[config.mk]
export PLATFORM = sky130hd
export DESIGN_NAME = mux_serializer
export DESIGN_NICKNAME = d
export VERILOG_FILES = /design/src/rtl/mux_serializer_pkg.sv /design/src/rtl/mux_16to1.sv /design/src/rtl/mux_serializer.sv
export SDC_FILE = /design/constraint.sdc
export NUM_CORES = 1
export LEC_CHECK = 0
export ABC_AREA = 0
export BUFFER_PORTS_ARGS = -buffer_cell sky130_fd_sc_hd__buf_2
export CORE_UTILIZATION = 30
export CTS_CLUSTER_DIAMETER = 60
export DETAILED_ROUTE_END_ITERATION = 7
export PLACE_DENSITY_LB_ADDON = 0.05
export SYNTH_ARGS = -nofsm -noshare
export SYNTH_HDL_FRONTEND = slang
export SYNTH_SLANG_ARGS = --single-unit
[constraint.sdc]
create_clock -name clk -period 5.9 [get_ports clk]
set_input_delay 0.885 -clock clk [delete_from_list [all_inputs] [get_ports clk]]
set_output_delay 0.885 -clock clk [all_outputs]
set_load 0.05 [all_outputs]
[src/rtl/mux_serializer_pkg.sv]
// Shared types and helpers for the masked bit serializer.
package mux_serializer_pkg;

  localparam int WORD_W = 16;
  localparam int IDX_W  = 4;

  typedef enum logic {
    IDLE  = 1'b0,
    SHIFT = 1'b1
  } state_t;

  function automatic logic [IDX_W-1:0] lowest_set(input logic [WORD_W-1:0] vec);
    lowest_set = '0;
    for (int i = WORD_W - 1; i >= 0; i--) begin
      if (vec[i]) lowest_set = IDX_W'(i);
    end
  endfunction

  function automatic logic [IDX_W-1:0] highest_set(input logic [WORD_W-1:0] vec);
    highest_set = '0;
    for (int i = 0; i < WORD_W; i++) begin
      if (vec[i]) highest_set = IDX_W'(i);
    end
  endfunction

endpackage

[src/rtl/mux_16to1.sv]
// Plain 16:1 single-bit selector.
module mux_16to1 (
  input  logic [15:0] data_in,
  input  logic [3:0]  select,
  output logic        data_out
);

  assign data_out = data_in[select];

endmodule

[src/rtl/mux_serializer.sv]
// Serializes the mask-enabled bits of a 16-bit word, one bit per transfer.
//
// state | meaning
// IDLE  | ready for a word; no output presented
// SHIFT | presenting latched_data[sel]; advances on each downstream transfer
module mux_serializer
  import mux_serializer_pkg::*;
#(
  parameter bit LSB_FIRST = 1'b1
) (
  input  logic              clk,
  input  logic              rst_n,
  input  logic              in_valid,
  output logic              in_ready,
  input  logic [WORD_W-1:0] in_data,
  input  logic [WORD_W-1:0] in_mask,
  output logic              out_valid,
  input  logic              out_ready,
  output logic              out_bit,
  output logic [IDX_W-1:0]  out_idx,
  output logic              out_last,
  output logic              busy,
  output logic              drop_pulse
);

  state_t              state;
  state_t              state_nxt;
  logic [WORD_W-1:0]   data_q;
  logic [WORD_W-1:0]   mask_q;
  logic [IDX_W-1:0]    sel;
  logic                drop_q;
  logic [WORD_W-1:0]   remain;
  logic [IDX_W-1:0]    first_idx;
  logic [IDX_W-1:0]    next_idx;
  logic                last;
  logic                accept;
  logic                xfer;
  logic                mux_bit;

  assign accept = in_valid & in_ready;
  assign xfer   = out_valid & out_ready;

  // Enabled bits still ahead of sel in emission order; the walk never wraps.
  always_comb begin
    remain = '0;
    for (int i = 0; i < WORD_W; i++) begin
      if (LSB_FIRST) remain[i] = mask_q[i] & (IDX_W'(i) > sel);
      else           remain[i] = mask_q[i] & (IDX_W'(i) < sel);
    end
  end

  assign last      = ~|remain;
  assign next_idx  = LSB_FIRST ? lowest_set(remain)  : highest_set(remain);
  assign first_idx = LSB_FIRST ? lowest_set(in_mask) : highest_set(in_mask);

  mux_16to1 u_mux (
    .data_in  (data_q),
    .select   (sel),
    .data_out (mux_bit)
  );

  always_ff @(posedge clk or negedge rst_n) begin
    if (!rst_n) state <= IDLE;
    else        state <= state_nxt;
  end

  always_comb begin
    state_nxt = state;
    case (state)
      IDLE:    if (accept && |in_mask) state_nxt = SHIFT;
      SHIFT:   if (xfer && last)       state_nxt = IDLE;
      default: state_nxt = IDLE;
    endcase
  end

  always_comb begin
    in_ready   = 1'b0;
    out_valid  = 1'b0;
    busy       = 1'b0;
    out_bit    = 1'b0;
    out_idx    = '0;
    out_last   = 1'b0;
    drop_pulse = drop_q;
    case (state)
      IDLE: in_ready = 1'b1;
      SHIFT: begin
        out_valid = 1'b1;
        busy      = 1'b1;
        out_bit   = mux_bit;
        out_idx   = sel;
        out_last  = last;
      end
      default: in_ready = 1'b0;
    endcase
  end

  always_ff @(posedge clk or negedge rst_n) begin
    if (!rst_n) begin
      data_q <= '0;
      mask_q <= '0;
      sel    <= '0;
      drop_q <= 1'b0;
    end else begin
      drop_q <= accept & ~|in_mask;
      if (accept) begin
        data_q <= in_data;
        mask_q <= in_mask;
        sel    <= first_idx;
      end else if (xfer && !last) begin
        sel <= next_idx;
      end
    end
  end

endmodule
; After elaboration in Yosys (flattened, before gate mapping)
; Index checks and enable logic that the tools add are counted.
[word_totals]
regBits = 38
input_bits = 36
output_inout_bits = 10
elab_cells = 94
[op_classes]
magnitude_cmp = 17
mux = 44
bitwise_logic = 20
reduce_logical = 8
[ops]
columns = operator, count
row1 = $mux 4, 35
row2 = $gt 4x4->1 const A, 8
row3 = $reduce_or 16->1, 2
row4 = $and 1x1->1, 19
row5 = $gt 3x4->1 const A, 4
row6 = $gt 1x4->1 const A, 2
row7 = $gt 2x4->1 const A, 2
row8 = $mux 1, 7
row9 = $lt 4x5->1 const B, 1
row10 = $bmux 1 s4, 1
row11 = $logic_and 1x1->1, 3
row12 = $logic_not 1->1, 2
row13 = $pmux 1 s2, 1
row14 = $reduce_bool 2->1, 1
row15 = $not 1->1, 1

; Logic depth before layout (Yosys ltp)
[depth]
ltp_word = 20
mapped_depth = 8
ltp_nobuf = 6

; By module
; A second synthesis with hierarchy kept.
[unflattened]
cells_unflattened = 275
hier_area_um2 = 2240.9
[by_module_without_submodules]
columns = mod, n_inst, cells_per_inst, area_per_inst_um2, seq_area_each_um2
row1 = mux_serializer, 1, 268, 2105.8, 925.9
row2 = mux_16to1, 1, 7, 135.1, 0.0

; Least setup slack after synthesis
; Ideal clock, no wire load.
[synth_timing]
path_kind = reg2out
from = register sel[0]
to = output port out_last
t_arrival_ps = 2389
t_required_ps = 5015
path_slack_ps = 2626
stages_incl_launch_ff = 8
n_path_buf = 2
cell_sequence = dfrtp_1 -> buf_6 -> buf_6 -> nor2_1 -> a21o_1 -> nor4_1 -> nand3_1 -> nor3_1
[synth_between]
elab_chain_len = 5
word_cells_on_any_way = 35
classes_between = 16 x order compare / 1 x mux / 16 x bitwise / 2 x reduce/logical
[synth_rtl]
columns = element, line_no
row1 = start: declaration, mux_serializer.sv:30  ; logic [IDX_W-1:0] sel;
row2 = start signal: assignment, mux_serializer.sv:108  ; sel <= first_idx;
row3 = start signal: assignment, mux_serializer.sv:110  ; sel <= next_idx;
row4 = $gt 1x4->1 (tied with other cells), mux_serializer.sv:47  ; if (LSB_FIRST) remain[i] = mask_q[i] & (IDX_W'(i) > sel);
row5 = $and 1x1->1, mux_serializer.sv:47
row6 = $reduce_or 16->1 (*), mux_serializer.sv:52  ; assign last = ~|remain;
row7 = $logic_not 1->1 (*), mux_serializer.sv:52
row8 = $mux 1 (*), mux_serializer.sv:84  ; case (state)
row9 = end: declaration, mux_serializer.sv:21  ; output logic out_last,
; Every way passes the cells marked *; elsewhere a longest branch is shown, timed or not.

; Worst setup path after layout
[layout_timing]
from = register sel[1]
to = output port out_last
; Same word-level chain as after synthesis.

==> results.sh <==
export IMPL_io_buffers=45
export IMPL_synth_simple_area_share_pct=30.4
export IMPL_finalCriticalPeriod_ns=3.42
export IMPL_skew_ns=0.00449
export IMPL_htree_num_levels=2
export IMPL_fmax_ghz=0.292
export IMPL_vias=2043
export IMPL_path_class="flop to primary output"
export IMPL_cts_buffers=5
export IMPL_worst_pin_slew_ns=0.810
export IMPL_syn_to_final_growth_pct=17.9
export IMPL_synth_nets=313
export IMPL_drt_total_wl_mm=6.00
export IMPL_cp_required_ns=5.02
export IMPL_clockBufferDepth=2
export IMPL_clk_latency_ns=0.29
export IMPL_num_antenna_cells=0
export IMPL_min_path_cells=2
export IMPL_initialDrtViolationCount=92
export IMPL_powerDensity_nw_per_um2=600
export IMPL_arrival_ns=2.54
export IMPL_track_usage_pct=17.4
export IMPL_cp_max_fo=23
export IMPL_drt_vias_per_instance=4.95
export IMPL_clk_pin_slew_ns=0.08
export IMPL_slew_headroom_pct=46.0
export IMPL_rsz0062_at_grt="false"
export IMPL_ant_nets=0
export IMPL_dp_cells=405
export IMPL_final_max_slew_viol_count=0
export IMPL_wl_met1_mm=3.24
export IMPL_final_cells=413
export IMPL_p_leak_uw=0.00124
export IMPL_yosysWarnings=0
export IMPL_synth_cells=277
export IMPL_start_util_pct=31.9
export IMPL_r2r_setup_slack_ns=3.63
export IMPL_synth_xor_area_share_pct=0
export IMPL_drc=0
export IMPL_die_y_um=87.9
export IMPL_post_cts_setup_buffers=0
export IMPL_final_nets=352
export IMPL_r2r_cells=5
export IMPL_grt_pass1_vias=1916
export IMPL_muxShareOfSynthArea_pct=5.54
export IMPL_yosysSeqAreaShare_pct=41.8
export IMPL_antenna_found_initial=0
export IMPL_hp_class="flop to flop"
export IMPL_dp_hpwl_mm=4.38
export IMPL_cts_sinks=37
export IMPL_outcome="finished, final reports clean"
export IMPL_synth_compound_gate_area_share_pct=17.2
export IMPL_rows=30
export IMPL_setup_viol_count_final=0
export IMPL_wire_per_inst_um=14.5
export IMPL_r2r_end="sel[2]"
export IMPL_syn_area_um2=2210
export IMPL_place_gp_congestion=0.798
export IMPL_final_hold_viol_count=0
export IMPL_wl_met2_mm=2.42
export IMPL_multi_input_area_um2=1180
export IMPL_first_pass_iters=4
export IMPL_whs_endpoint="data_q[12]"
export IMPL_startpoint_type="flop"
export IMPL_ctsResizeCount=0
export IMPL_synth_area_per_cell_um2=8.00
export IMPL_maxCapViolations=0
export IMPL_synth_ff_type="dfrtp_1"
export IMPL_min_from="data_q[12]"
export IMPL_overflow=0
export IMPL_cts_tree="built"
export IMPL_core_area_um2=6940
export IMPL_synth_top_family_by_area="simple AND/OR/NAND/NOR gates"
export IMPL_synth_edff_count=0
export IMPL_synth_seq_cells=37
export IMPL_grt_start_max_net_pins=38
export IMPL_crit_path_end_kind="primary output"
export IMPL_cts_root_buf="clkbuf_8"
export IMPL_fin_crit_sh_pct=58.0
export IMPL_routed_top_layer="met4"
export IMPL_yosysUniqueCellTypes=40
export IMPL_hold_buffers=0
export IMPL_die_w_um=87.9
export IMPL_n_fill_cell=757
export IMPL_synthArstFlopShare_pct=100
export IMPL_synthAdderAreaFrac_pct=0
export IMPL_die_area_um2=7730
export IMPL_met3_length_um=261
export IMPL_io_pins=46
export IMPL_ir_worst_vdd_mv=0.135
export IMPL_ff_latch_area_um2=926
export IMPL_reg2reg_from="sel[1]"
export IMPL_grt_pass1_wl_mm=10.0
export IMPL_drive_gt1_share_pct=20.5
export IMPL_fin_setup_tns_ns=0
[final cells by class]
| class | count | area share, % |
|---|---|---|
| Clock buffer | 5 | 2.64 |
| Tap cell | 96 | 4.60 |
| Multi-Input combinational cell | 217 | 45.2 |
| Clock inverter | 3 | 1.77 |
| Timing Repair Buffer | 47 | 9.20 |
| Sequential cell | 37 | 35.5 |
| Inverter | 8 | 1.15 |
[worst max-delay path by stage]
stage                      start  endpoint
after global placement    sel[1]  out_last
after detailed placement  sel[1]  out_last
final                     sel[1]  out_last
after global routing      sel[1]  out_last
after CTS                 sel[1]  out_last
after floorplan           sel[0]  out_last
[kinds of logic after synthesis]
| kind of cell | after synthesis |
|---|---|
| AND/OR/NAND/NOR | 155 |
| AO/OA/AOI/OAI | 56 |
| flip-flops | 37 |
| buffers and inverters | 23 |
| multiplexers | 6 |
[cells in the final DEF (no fill, tap or decap), drive strengths merged, types with 3 or more instances in the layout]
| cell type | instances |
|---|---|
| nand2b | 14 |
| nand3 | 4 |
| a211oi | 5 |
| nor2 | 22 |
| o21ai | 10 |
| inv | 8 |
| mux4 | 5 |
| clkbuf | 5 |
| buf | 47 |
| dfrtp | 37 |
| nor4 | 5 |
| and2 | 4 |
| nor2b | 3 |
| a21oi | 16 |
| nor3 | 7 |
| nand2 | 93 |
[metrics by stage]
stage	instance area, µm²	util (%)	hold slack [ns]	total power, µW	setup WS (ns)
3_5_place_dp	2490	35.9	0.461	1360	2.77
4_1_cts	2610	37.6	0.483	1590	2.45
3_3_place_gp	2490	35.9	0.459	1360	2.81
5_1_grt	2610	37.6	0.495	1700	2.28
2_1_floorplan	2210	-	0.440	1160	2.63
6_report	2610	37.6	0.478	1570	2.48
[worst max-delay path, cell delays in order (launching register included)]
cell and delay [ns]:
dfrtp_1 0.82, or3b_2 0.25, a21oi_2 0.08, nor4_1 0.46, nand3_1 0.16, nor3_1 0.18
buf_2 0.28
[state kept, by name, summed over array words and instances, names as in the netlist]
| name | cells |
|---|---|
| state | 1 |
| sel | 4 |
| drop_pulse | 1 |
| data_q | 16 |
| mask_q | 15 |
[metal layers]
| metal | vias to the layer above | global-route usage [%] |
|---|---|---|
| met5 | - | 0 |
| met4 | 0 | 5.37 |
| met3 | 5 | 2.92 |
| met2 | 50 | 23.9 |
| met1 | 965 | 27.4 |
| li1 | 1023 | - |
[power breakdown]
| group | total [µW] | switching [µW] | internal, µW |
|---|---|---|---|
| logic | 783 | 470 | 313 |
| registers | 559 | 180 | 380 |
| clock network | 224 | 97.7 | 127 |
| total | 1570 | 747 | 819 |
[cell usage after synthesis, types with 2 or more instances]
| cell | n | area share (%) |
|---|---|---|
| a221o_1 | 2 | 0.90 |
| dfrtp_1 | 37 | 42 |
| nor2b_1 | 3 | 0.85 |
| and2_1 | 4 | 1.1 |
| a21oi_1 | 15 | 3.4 |
| a211oi_1 | 5 | 1.7 |
| nand2_1 | 93 | 16 |
| nand3_1 | 4 | 0.90 |
| mux4_2 | 5 | 5.1 |
| a21o_1 | 2 | 0.68 |
| buf_2 | 3 | 0.68 |
| o22ai_1 | 2 | 0.56 |
| nor4_1 | 5 | 1.4 |
| buf_6 | 2 | 1.0 |
| or3b_2 | 2 | 0.79 |
| nor2_1 | 22 | 3.7 |
| buf_4 | 2 | 0.68 |
| nand2b_1 | 14 | 4.0 |
| o21ai_0 | 10 | 2.3 |
| a21boi_0 | 2 | 0.68 |
| o211ai_1 | 2 | 0.68 |
| o31ai_1 | 2 | 0.68 |
| inv_1 | 8 | 1.4 |
| nor3_1 | 7 | 1.6 |
| a31oi_1 | 2 | 0.56 |
| clkbuf_1 | 8 | 1.4 |
No activity file was read; power rests on OpenSTA's default activity.
